==> config.mk <==
export PLATFORM = sky130hd
export DESIGN_NAME = spi_master
export DESIGN_NICKNAME = d
export VERILOG_FILES = /design/src/rtl/spi_master.sv
export SDC_FILE = /design/constraint.sdc
export NUM_CORES = 1
export LEC_CHECK = 0
export CORE_MARGIN = 3
export CORE_UTILIZATION = 45
export CTS_CLUSTER_SIZE = 24
export DETAILED_ROUTE_END_ITERATION = 10
export GPL_ROUTABILITY_DRIVEN = 0
export PLACE_DENSITY = 0.75
export SKIP_LAST_GASP = 1
export SYNTH_ARGS = -nofsm -noshare
export SYNTH_HDL_FRONTEND = slang
export SYNTH_SLANG_ARGS = --single-unit
==> constraint.sdc <==
create_clock -name mclk -period 3.69 [get_ports mclk]
set_clock_uncertainty 0.05 [all_clocks]
set_input_delay 0.738 -clock mclk [delete_from_list [all_inputs] [get_ports mclk]]
set_output_delay 0.738 -clock mclk [all_outputs]
set_load 0.02 [all_outputs]
==> src/rtl/spi_master.sv <==
// SPI mode-0 master: one byte per tx_strobe, MSB first, with a CS guard period between bytes.
// Optional feature: define SPI_MASTER_CS_HOLD_EN to let cs_hold keep spi_cs low across bytes.
module spi_master #(
    parameter int CLK_DIV = 4
) (
    input  logic       mclk,
    input  logic       reset,
    input  logic       tx_strobe,
    input  logic [7:0] tx_data,
    input  logic       cs_hold,
    output logic       busy,
    output logic       rx_strobe,
    output logic [7:0] rx_data,
    output logic       spi_cs,
    output logic       spi_clk,
    output logic       spi_mosi,
    input  logic       spi_miso
);
    typedef enum logic [2:0] {IDLE, SETUP, CLK_HI, CLK_LO, HOLD, GUARD} state_t;

    state_t     state_q;
    logic [7:0] cnt_q;
    logic [2:0] bit_q;
    logic [7:0] tx_sh_q;
    logic [7:0] rx_sh_q;
    logic [7:0] rx_sh_d;
    logic [1:0] sync_q;
    logic       guard_lo_q;
    logic       hold_en;
    logic       phase_end;

`ifdef SPI_MASTER_CS_HOLD_EN
    assign hold_en = cs_hold;
`else
    logic unused_cs_hold;
    assign unused_cs_hold = cs_hold;
    assign hold_en        = 1'b0;
`endif

    assign phase_end = (cnt_q == 8'(CLK_DIV - 1));
    assign rx_sh_d   = {rx_sh_q[6:0], sync_q[1]};

    always_ff @(posedge mclk or negedge reset) begin
        if (!reset) begin
            state_q    <= IDLE;
            cnt_q      <= '0;
            bit_q      <= '0;
            tx_sh_q    <= '0;
            rx_sh_q    <= '0;
            sync_q     <= '0;
            guard_lo_q <= 1'b0;
            busy       <= 1'b0;
            rx_strobe  <= 1'b0;
            rx_data    <= '0;
            spi_cs     <= 1'b1;
            spi_clk    <= 1'b0;
            spi_mosi   <= 1'b1;
        end else begin
            sync_q    <= {sync_q[0], spi_miso};
            rx_strobe <= 1'b0;
            case (state_q)
                IDLE, HOLD: begin
                    if (tx_strobe) begin
                        state_q  <= SETUP;
                        cnt_q    <= '0;
                        bit_q    <= '0;
                        tx_sh_q  <= tx_data;
                        spi_mosi <= tx_data[7];
                        spi_cs   <= 1'b0;
                        busy     <= 1'b1;
                    end else if (state_q == HOLD && !hold_en) begin
                        // Leaving HOLD: CS rises at once, then a single guard phase.
                        state_q    <= GUARD;
                        cnt_q      <= '0;
                        guard_lo_q <= 1'b0;
                        spi_cs     <= 1'b1;
                        busy       <= 1'b1;
                    end
                end
                SETUP, CLK_LO: begin
                    cnt_q <= phase_end ? 8'd0 : cnt_q + 8'd1;
                    if (phase_end) begin
                        state_q <= CLK_HI;
                        spi_clk <= 1'b1;
                    end
                end
                CLK_HI: begin
                    cnt_q <= phase_end ? 8'd0 : cnt_q + 8'd1;
                    if (phase_end) begin
                        spi_clk <= 1'b0;
                        rx_sh_q <= rx_sh_d;
                        if (bit_q == 3'd7) begin
                            rx_data   <= rx_sh_d;
                            rx_strobe <= 1'b1;
                            spi_mosi  <= 1'b1;
                            if (hold_en) begin
                                state_q <= HOLD;
                                busy    <= 1'b0;
                            end else begin
                                state_q    <= GUARD;
                                guard_lo_q <= 1'b1;
                            end
                        end else begin
                            state_q  <= CLK_LO;
                            bit_q    <= bit_q + 3'd1;
                            spi_mosi <= tx_sh_q[6];
                            tx_sh_q  <= {tx_sh_q[6:0], 1'b0};
                        end
                    end
                end
                GUARD: begin
                    cnt_q <= phase_end ? 8'd0 : cnt_q + 8'd1;
                    // Guard after a byte: CLK_DIV cycles CS low, then CLK_DIV cycles CS high.
                    if (phase_end) begin
                        if (guard_lo_q) begin
                            guard_lo_q <= 1'b0;
                            spi_cs     <= 1'b1;
                        end else begin
                            state_q <= IDLE;
                            busy    <= 1'b0;
                        end
                    end
                end
                default: state_q <= IDLE;
            endcase
        end
    end
endmodule

* After elaboration in Yosys (flattened, before gate mapping)
Index checks and enable logic that the tools add are counted.
Storage, ports and cells: flip-flop bits (word level) 44, bits of input ports 13, output and inout bits 13, word-level logic and storage cells 96
Operators by class: add/sub/neg operators 2, equal/unequal tests 18, multiplexer cells 44, reduce and logical (&&, ||, !) cells 19
Operators by type and width (number):
- $mux W3 | 10
- $mux W8 | 3
- $mux W7 | 3
- $ne A2 B2 Y1 const B | 10
- $mux W1 | 19
- $pmux W8 S2 | 1
- $pmux W7 S2 | 1
- $pmux W3 S4 | 1
- $reduce_and A4 Y1 | 3
- $eq A3 B3 Y1 const B | 3
- $reduce_and A3 Y1 | 3
- $add A8 B1 Y8 const B | 1
- $eq A8 B2 Y1 const B | 1
- $pmux W1 S2 | 4
- $reduce_bool A2 Y1 | 4
- $eq A3 B2 Y1 const B | 2
- $pmux W3 S2 | 1
- $reduce_and A6 Y1 | 1
- $reduce_and A5 Y1 | 1
- $reduce_and A2 Y1 | 2
- $reduce_or A2 Y1 | 2
- $reduce_or A4 Y1 | 1
- $add A3 B1 Y3 const B | 1
- $eq A3 B1 Y1 const B | 1
- other kinds (4) | 4

* Longest topological paths before layout
Gate-level depths: netlist of the first run.
depth after elaboration 4, gate-level depth with buffers 6

* Worst setup path after synthesis of the first run
No wires, ideal clock.
kind register to register, start point register bit_q[0], end point register tx_sh_q[1], data arrival time 1.956 ns, required time 3.515 ns, setup slack 1.560 ns, cell stages (with the launch flop) 7, period minus slack after synthesis 2.130 ns, cells stage by stage dfrtp_1 ha_1 ha_1 or3b_1 a21oi_1 a21boi_4 mux2_2
On the way: word-level cells in the longest chain between the ends 3
Ends and longest elaborated chain:
- from (decl) | RTL line 23 | logic [2:0] bit_q;
- from (signal assigned) | RTL line 105 | bit_q <= bit_q + 3'd1;
- $eq A3 B3 Y1 | RTL line 92 | if (bit_q == 3'd7) begin
- $ne A2 B2 Y1 (no line)
- $reduce_and A4 Y1 (no line)
- to (signal assigned) | RTL line 67 | tx_sh_q <= tx_data;
- to (signal assigned) | RTL line 107 | tx_sh_q <= {tx_sh_q[6:0], 1'b0};
- to (decl) | RTL line 24 | logic [7:0] tx_sh_q;
Every way passes these cells. A chain may end at the register's enable or synchronous reset.

* Worst setup path in the final report of the first run
start point register cnt_q[0], end point register state_q[0]
On the way: word-level cells in the longest chain between the ends 3, elaborated cells between the ends (all ways) 5
Ends and longest elaborated chain:
- from (decl) | RTL line 22 | logic [7:0] cnt_q;
- from (signal assigned) | RTL line 81 | cnt_q <= phase_end ? 8'd0 : cnt_q + 8'd1;
- from (signal assigned) | RTL line 88 | cnt_q <= phase_end ? 8'd0 : cnt_q + 8'd1;
- from (signal assigned) | RTL line 112 | cnt_q <= phase_end ? 8'd0 : cnt_q + 8'd1;
- $eq A8 B2 Y1 * | RTL line 40 | assign phase_end = (cnt_q == 8'(CLK_DIV - 1));
- $ne A2 B2 Y1 (no line)
- $reduce_and A5 Y1 (no line) *
- to (signal assigned) | RTL line 45 | state_q <= IDLE;
- to (signal assigned) | RTL line 64 | state_q <= SETUP;
- to (signal assigned) | RTL line 73 | state_q <= GUARD;
- to (decl) | RTL line 21 | state_t state_q;
Mark *: on every way between the ends. The rest lies on a longest branch, timed or not.

==> metrics, run 1 <==
number of enable-type register cells in the synthesized netlist 0; Max Clk Rate 426 MHz; H-tree depth 2; core area 0.00441 mm2; count of hold buffers inserted by post-cts repair 0; number of pins exceeding their max-slew limit in the final report 0; global-route usage over all layers 16.0%; count of buffers added by post-CTS timing repair for setup 0; starting utilization of the core area 47.5%; area of the die 0.00551 mm2; clock tree from TritonCTS yes; syn nets 192; maximum fanout count along the critical path 17; CTS clk-pin slew, worst paths 80 ps; number of warning messages in the yosys log 0; violation count after the first detailed-route iteration 90; fraction of the yosys area taken by sequential cells 52.7%; number of antenna violations at the first check in global routing 0; Layout Area Growth over Synthesis 17.0%; largest buffer count on any clock path 2; chain of cells forming the critical path ha_1 > nor3b_2 > a211oi_2 > nor2_1 > mux2_2; post-synthesis cell count 176; sequential fraction of design power 41.7%; critical path's slowest cell sky130_fd_sc_hd__a211oi_2; critical path required time 3830 ps; vias in the first global route 1380; antenna cells 0; count of unique library cells instantiated by Yosys 45; dominant cell type by area after synthesis sky130_fd_sc_hd__dfrtp_1; switching share of power 37.5%; Final Worst Setup Slack 1340 ps; Total Power Consumption 1890 uW; post-detailed-placement half-perimeter wirelength 2610 um; most numerous cell in the Yosys netlist sky130_fd_sc_hd__dfrtp_1; CP Capture Type register; floorplan die width 74.2 um; Largest stage delay, worst path 840 ps; Combinational Power Share 42.6%; outcome completed; Remaining DRCs 0; overflow left after global routing 0; ratio of total power to cell area 771 mW/mm2; num ports 26; net switching power 709 uW; post-synthesis async set-or-reset flop share 100%; number of gates resized after cts 0; startpoint-to-endpoint class of the critical path reg2reg; final wirelength 3820 um; post-synthesis average cell area 11.9 um2; area share of the largest cell type after synthesis 50.1%; WP data arrival 2480 ps; Setup WS pre-CTS 1160 ps; DR vias/cell 5.68; Most used DFF post-synth sky130_fd_sc_hd__dfrtp_1; synthesized cell area 0.00210 mm2; R2R cell count 5; Clk Latency, worst-skew pair 290 ps; Clock Power Share 15.7%; number of max-capacitance violations reported 0; number of synthesized register bits 44; startpoint kind of the worst setup timing path register; Internal Power 1180 uW; clock net sink count 44; DRT Pass-1 Iters 4; number of buffers inserted during clock tree synthesis 5; largest cells by area after synthesis sky130_fd_sc_hd__dfrtp_1 50%, sky130_fd_sc_hd__mux2_2 15%, sky130_fd_sc_hd__dfstp_2 2.5%, sky130_fd_sc_hd__o21ai_0 2.1%, sky130_fd_sc_hd__nor2_1 2.1%; number of rows created at floorplan 24; worst rel slew slack 35.0%; count of nets left with antenna violations after detail routing 0; RSZ-0062 raised after global routing no; Post-Route Setup TNS 0 ps; number of filler instances in the final layout 364; top cells by instance count after synthesis 42 x sky130_fd_sc_hd__dfrtp_1, 28 x sky130_fd_sc_hd__mux2_2, 12 x sky130_fd_sc_hd__nor2_1, 11 x sky130_fd_sc_hd__nand2_1, 9 x sky130_fd_sc_hd__o21ai_0; fraction of layout cells with a size suffix above 1 25.7%; clock period minus worst slack 2350 ps; pin count of the biggest net entering global routing 45; final setup fails 0; class of the tightest hold or removal check reg2reg; first-pass GRT wire length 6710 um; vias post-DR 1443; cell depth of the worst hold path 0; net count reported at finish 217; detail-routed net length per standard cell 15.0 um; y dimension of the die 74.2 um; Post-Route Utilization 55.5%; peak ir drop on the vdd network 0.371 mV; count of endpoints failing hold in the final timing report 0; Lkg Pwr 0.00108 uW; Period Utilization, post-route 63.6%; slew at the pin closest to its max-slew limit 973 ps; clock root cell sky130_fd_sc_hd__clkbuf_8; Buffers on Ports 24
-- placed cells by master (no fill, tap or decap), types with 2 or more instances in the layout --
cell                              netlist  layout
sky130_fd_sc_hd__dfrtp_1               42      42
sky130_fd_sc_hd__mux2_2                28      28
sky130_fd_sc_hd__clkdlybuf4s50_1        0      23
sky130_fd_sc_hd__nor2_1                12      12
sky130_fd_sc_hd__nand2_1               11      11
sky130_fd_sc_hd__o21ai_0                9       9
sky130_fd_sc_hd__inv_1                  7       7
sky130_fd_sc_hd__a21oi_1                6       6
sky130_fd_sc_hd__clkbuf_8               0       5
sky130_fd_sc_hd__nand3_1                4       4
sky130_fd_sc_hd__nor3_1                 4       4
sky130_fd_sc_hd__a31oi_1                3       3
sky130_fd_sc_hd__and2_1                 3       3
sky130_fd_sc_hd__o21a_1                 3       3
sky130_fd_sc_hd__ha_1                   3       3
sky130_fd_sc_hd__nor3b_2                2       2
sky130_fd_sc_hd__nand3b_1               2       2
sky130_fd_sc_hd__a22o_2                 2       2
sky130_fd_sc_hd__nor2b_1                2       2
sky130_fd_sc_hd__a22o_1                 2       2
sky130_fd_sc_hd__dfstp_2                2       2
-- logic make-up (layout without fill, tap and decap cells) --
group | Yosys count | in the layout | share of synthesized area [%]
AO/OA/AOI/OAI | 36 | 36 | 12.6
adder cells (fa/ha/maj) | 3 | 3 | 1.79
buffers and inverters | 14 | 40 | 3.04
flip-flops | 44 | 44 | 52.7
multiplexers | 29 | 29 | 15.8
AND/OR/NAND/NOR | 50 | 50 | 14.1
-- stage by stage --
step | cell area, um2 | hold WS, ps | std cells
global placement | 2370 | 283 | 246
global route | 2450 | 313 | 254
floorplan | 2100 | 281 | 176
detailed placement | 2370 | 298 | 246
CTS | 2450 | 307 | 254
finish | 2450 | 304 | 254
-- state kept, by name, summed over array words and instances, names as in the netlist, 2 cells and up --
register,count
sync_q,2
rx_data,8
state_q,3
tx_sh_q,7
rx_sh_q,7
bit_q,3
cnt_q,8
-- power groups by stage --
stage                     Sequential [uW]  Clock [uW]  Combinational (uW)
after global routing                  817         327                 898
after floorplan                       746           0                 676
after CTS                             786         303                 813
after global placement                787           0                 790
final                                 787         297                 805
after detailed placement              795           0                 810
-- critical path: cells and delay by family (launching register included) --
kind | cells | cell delay (ps)
AOI/OAI and AO/OA | 1 | 840
adders and majority gates | 1 | 250
muxes | 1 | 310
DFF | 1 | 430
and+or+nand+nor | 2 | 360
-- routing by layer --
layer	wire length (um)	vias to the layer above	share of wire (%)	track usage, %
li1	-	689	-	-
met1	1780	706	47	22.3
met2	1750	43	46	23.8
met3	236	5	6.2	5.54
met4	54	0	1.4	4.74
met5	0	-	0	0
-- layout make-up --
| cell class | instances | area [um2] | area share (%) |
|---|---|---|---|
| inverters | 7 | 26.3 | 1.07 |
| multi-input cells | 118 | 928 | 37.9 |
| well taps | 52 | 65.1 | 2.65 |
| clock buffers | 6 | 72.6 | 2.96 |
| repair buffers | 25 | 243 | 9.90 |
| clock inverters | 2 | 12.5 | 0.510 |
| flip-flops and latches | 44 | 1100 | 45.0 |
-- worst paths after layout --
check,to,from,slack (ps)
setup / recovery,state_q[0]$_DFFE_PN0P_,cnt_q[0]$_DFFE_PN0P_,1340
hold / removal,sync_q[1]$_DFF_PN0_,sync_q[0]$_DFF_PN0_,300
max in group asynchronous,rx_sh_q[1]$_DFFE_PN0P_,reset,2470
min in group asynchronous,tx_sh_q[4]$_DFFE_PN0P_,reset,540
setup reg to reg,state_q[0]$_DFFE_PN0P_,cnt_q[0]$_DFFE_PN0P_,1340
hold reg to reg,sync_q[1]$_DFF_PN0_,sync_q[0]$_DFF_PN0_,300
Power figures use the tool's default switching activity.
==> inputs of run 2 (changes only) <==
PLACE_DENSITY = 0.77   (was 0.75)
clock period = 1.9 ns   (was 3.69 ns; I/O delays follow)
==> run 2 against run 1 <==
  * The run now ends with negative setup slack left
  * Sequential share of layout area shrank 4.7 points
  * Register-to-register slack lost 1500 ps
  * Core utilization grew 6.4 points
  * Fmax grew 11%
  * Critical path depth grew 1
==> metrics, run 2 (synthesis gave the netlist of run 1 again) <==
Cell Count Post-Placement 267 (+8.5%); net count reported at finish 242 (+12%); Clock Power Share 16.6% (+0.9 points); Lkg Pwr 0.00126 uW (+16%); CTS clk-pin slew, worst paths 90 ps (about the same); count of nets left with antenna violations after detail routing 0 (unchanged); sequential fraction of design power 32.6% (-9.1 points); net switching power 1540 uW (+120%); core area 0.00441 mm2 (unchanged); clock tree from TritonCTS yes; number of max-capacitance violations reported 0 (unchanged); num ports 26 (unchanged); violation count after the first detailed-route iteration 96 (+6.7%); most common library cell in the layout ignoring fill and taps sky130_fd_sc_hd__dfrtp_1; maximum fanout count along the critical path 6 (-11); destination of the worst register-to-register timing path tx_sh_q[4]$_DFFE_PN0P_; antenna cells 0 (unchanged); clock net sink count 44 (unchanged); outcome complete, but fails checks; clock period minus worst slack 2110 ps (-241 ps); area taken by flip-flops and latches 0.00110 mm2 (unchanged); number of pins exceeding their max-slew limit in the final report 0 (unchanged); R2R cell count 6 (+1); Worst setup startpoint bit_q[1]$_DFFE_PN0P_; number of antenna violations at the first check in global routing 0 (unchanged); vias post-DR 1528 (+5.9%); final setup fails 10 (+10); overflow left after global routing 0 (unchanged); number of filler instances in the final layout 345 (-5.2%); Clk Latency, worst-skew pair 300 ps (about the same); RSZ-0062 raised after global routing yes; Placed Instance Area 0.00254 mm2 (+7.5%); H-tree depth 2 (unchanged); y dimension of the die 74.2 um (unchanged); count of endpoints failing hold in the final timing report 0 (unchanged); commonest non-fill, non-tap cells in the layout 42 x sky130_fd_sc_hd__dfrtp_1, 24 x sky130_fd_sc_hd__buf_4, 22 x sky130_fd_sc_hd__mux2_2; floorplan die width 74.2 um (unchanged); DR vias/cell 5.48 (-3.6%); largest buffer count on any clock path 2 (unchanged); slew at the pin closest to its max-slew limit 539 ps (-433 ps); area of the die 0.00551 mm2 (unchanged); vias in the first global route 1477 (+7.0%); number of rows created at floorplan 24 (unchanged); DRT Pass-1 Iters 4 (unchanged); Setup WS pre-CTS -221 ps (-1390 ps); multi-input logic area 987 um2 (+6.3%); Layout Area Growth over Synthesis 30.4%; WP data arrival 2240 ps (-240 ps); worst rel slew slack 64.0% (+29 points); Total Power Consumption 4390 uW (+130%); slack of the worst reg-to-reg path -210 ps (-1550 ps); Top Registers cnt_q x8, rx_data x8; number of buffers inserted during clock tree synthesis 5 (unchanged); final wirelength 3970 um (+4.1%); class of the tightest hold or removal check in2async; Max Clk Rate 475 MHz (+11%); Combinational Power Share 50.8% (+8.2 points); critical path capture point tx_sh_q[4]$_DFFE_PN0P_; Post-Route Setup TNS -1730 ps (-1730 ps); fraction of layout cells with a size suffix above 1 36.1% (+10 points); pin count of the biggest net entering global routing 45 (unchanged); Final Worst Setup Slack -207 ps (-1550 ps); starting utilization of the core area 47.5% (unchanged); switching share of power 35.2% (-2.4 points); peak ir drop on the vdd network 0.835 mV (+120%); critical path required time 2030 ps (-1800 ps); Non-Filler Cell Area, Final 0.00273 mm2 (+12%); Buffers on Ports 24 (unchanged); Period Utilization, post-route 111% (+47 points); clock root cell sky130_fd_sc_hd__clkbuf_8; startpoint kind of the worst setup timing path register; detail-routed net length per standard cell 14.2 um (-5.2%); ratio of total power to cell area 1610 mW/mm2 (+110%); global-route usage over all layers 16.0% (-0.038 points); Critical R2R Launch bit_q[1]$_DFFE_PN0P_; Internal Power 2850 uW (+140%); first-pass GRT wire length 6840 um (+2.0%); post-detailed-placement half-perimeter wirelength 2770 um (+6.0%); CP Capture Type register; startpoint-to-endpoint class of the critical path reg2reg; Remaining DRCs 0 (unchanged); violated checks negative setup slack; final std cells w/o fill 279 (+9.8%)
## run 2: cell types whose count changed in the layout (fill, tap and decap cells not counted), sizes merged
cell           before  now
buf                 2   27
bufinv              0    1
clkbuf              6    5
clkdlybuf4s50      23   21
clkinv              1    0
dlymetal6s2s        0    2
inv                 7    8
## run 2: timing repair
| item | in CTS | in global routing |
|---|---|---|
| gates cloned | 0 | 1 |
| pin swaps | 3 | 1 |
| hold buffers | 0 | 0 |
| setup endpoints to repair | 10 | 19 |
| resized for setup | 8 | 4 |
| buffers inserted | 1 | 2 |
## run 2: power groups by stage
stage | Sequential (uW) | Combinational (uW) | Clock, uW
floorplan | 1450 | 1320 | 0
detailed placement | 1450 | 1960 | 0
global route | 1470 | 2420 | 781
global placement | 1430 | 1900 | 0
finish | 1430 | 2230 | 727
CTS | 1430 | 2120 | 746
## run 2: per-stage QoR
stage	utilization [%]	hold WS [ps]
3_5_place_dp	57.6	304
4_1_cts	61.1	111
6_report	61.9	88.7
5_1_grt	61.9	138
2_1_floorplan	-	34.4
3_3_place_gp	57.6	293
## run 2: cell type report
type | instances | area share, %
clock inverters | 3 | 1.69
repair buffers | 50 | 16.0
clock buffers | 5 | 2.52
well taps | 52 | 2.38
flip-flops and latches | 44 | 40.4
multi-input cells | 118 | 36.1
inverters | 7 | 0.961
## run 2: critical path, cell delays in order (launching register included)
cell                       delay, ps
sky130_fd_sc_hd__dfrtp_1         390
sky130_fd_sc_hd__ha_2            200
sky130_fd_sc_hd__ha_4            150
sky130_fd_sc_hd__or3b_4          380
sky130_fd_sc_hd__a21oi_4         150
sky130_fd_sc_hd__a21boi_4        340
sky130_fd_sc_hd__mux2_4          330
## run 2: worst min-delay path by stage
stage	end	cells after the start
floorplan	bit_q[0]$_DFFE_PN0P_	0
global placement	sync_q[1]$_DFF_PN0_	0
detailed placement	sync_q[1]$_DFF_PN0_	0
CTS	cnt_q[4]$_DFFE_PN0P_	2
global route	cnt_q[4]$_DFFE_PN0P_	2
finish	busy$_DFFE_PN0P_	2
## run 2: layer usage
layer,vias to the layer above,share of wire [%],global-route usage [%]
li1,740,-,-
met1,763,48,22.5
met5,-,0,0
met2,19,48,25.1
met4,0,1.3,4.74
met3,6,2.8,3.38
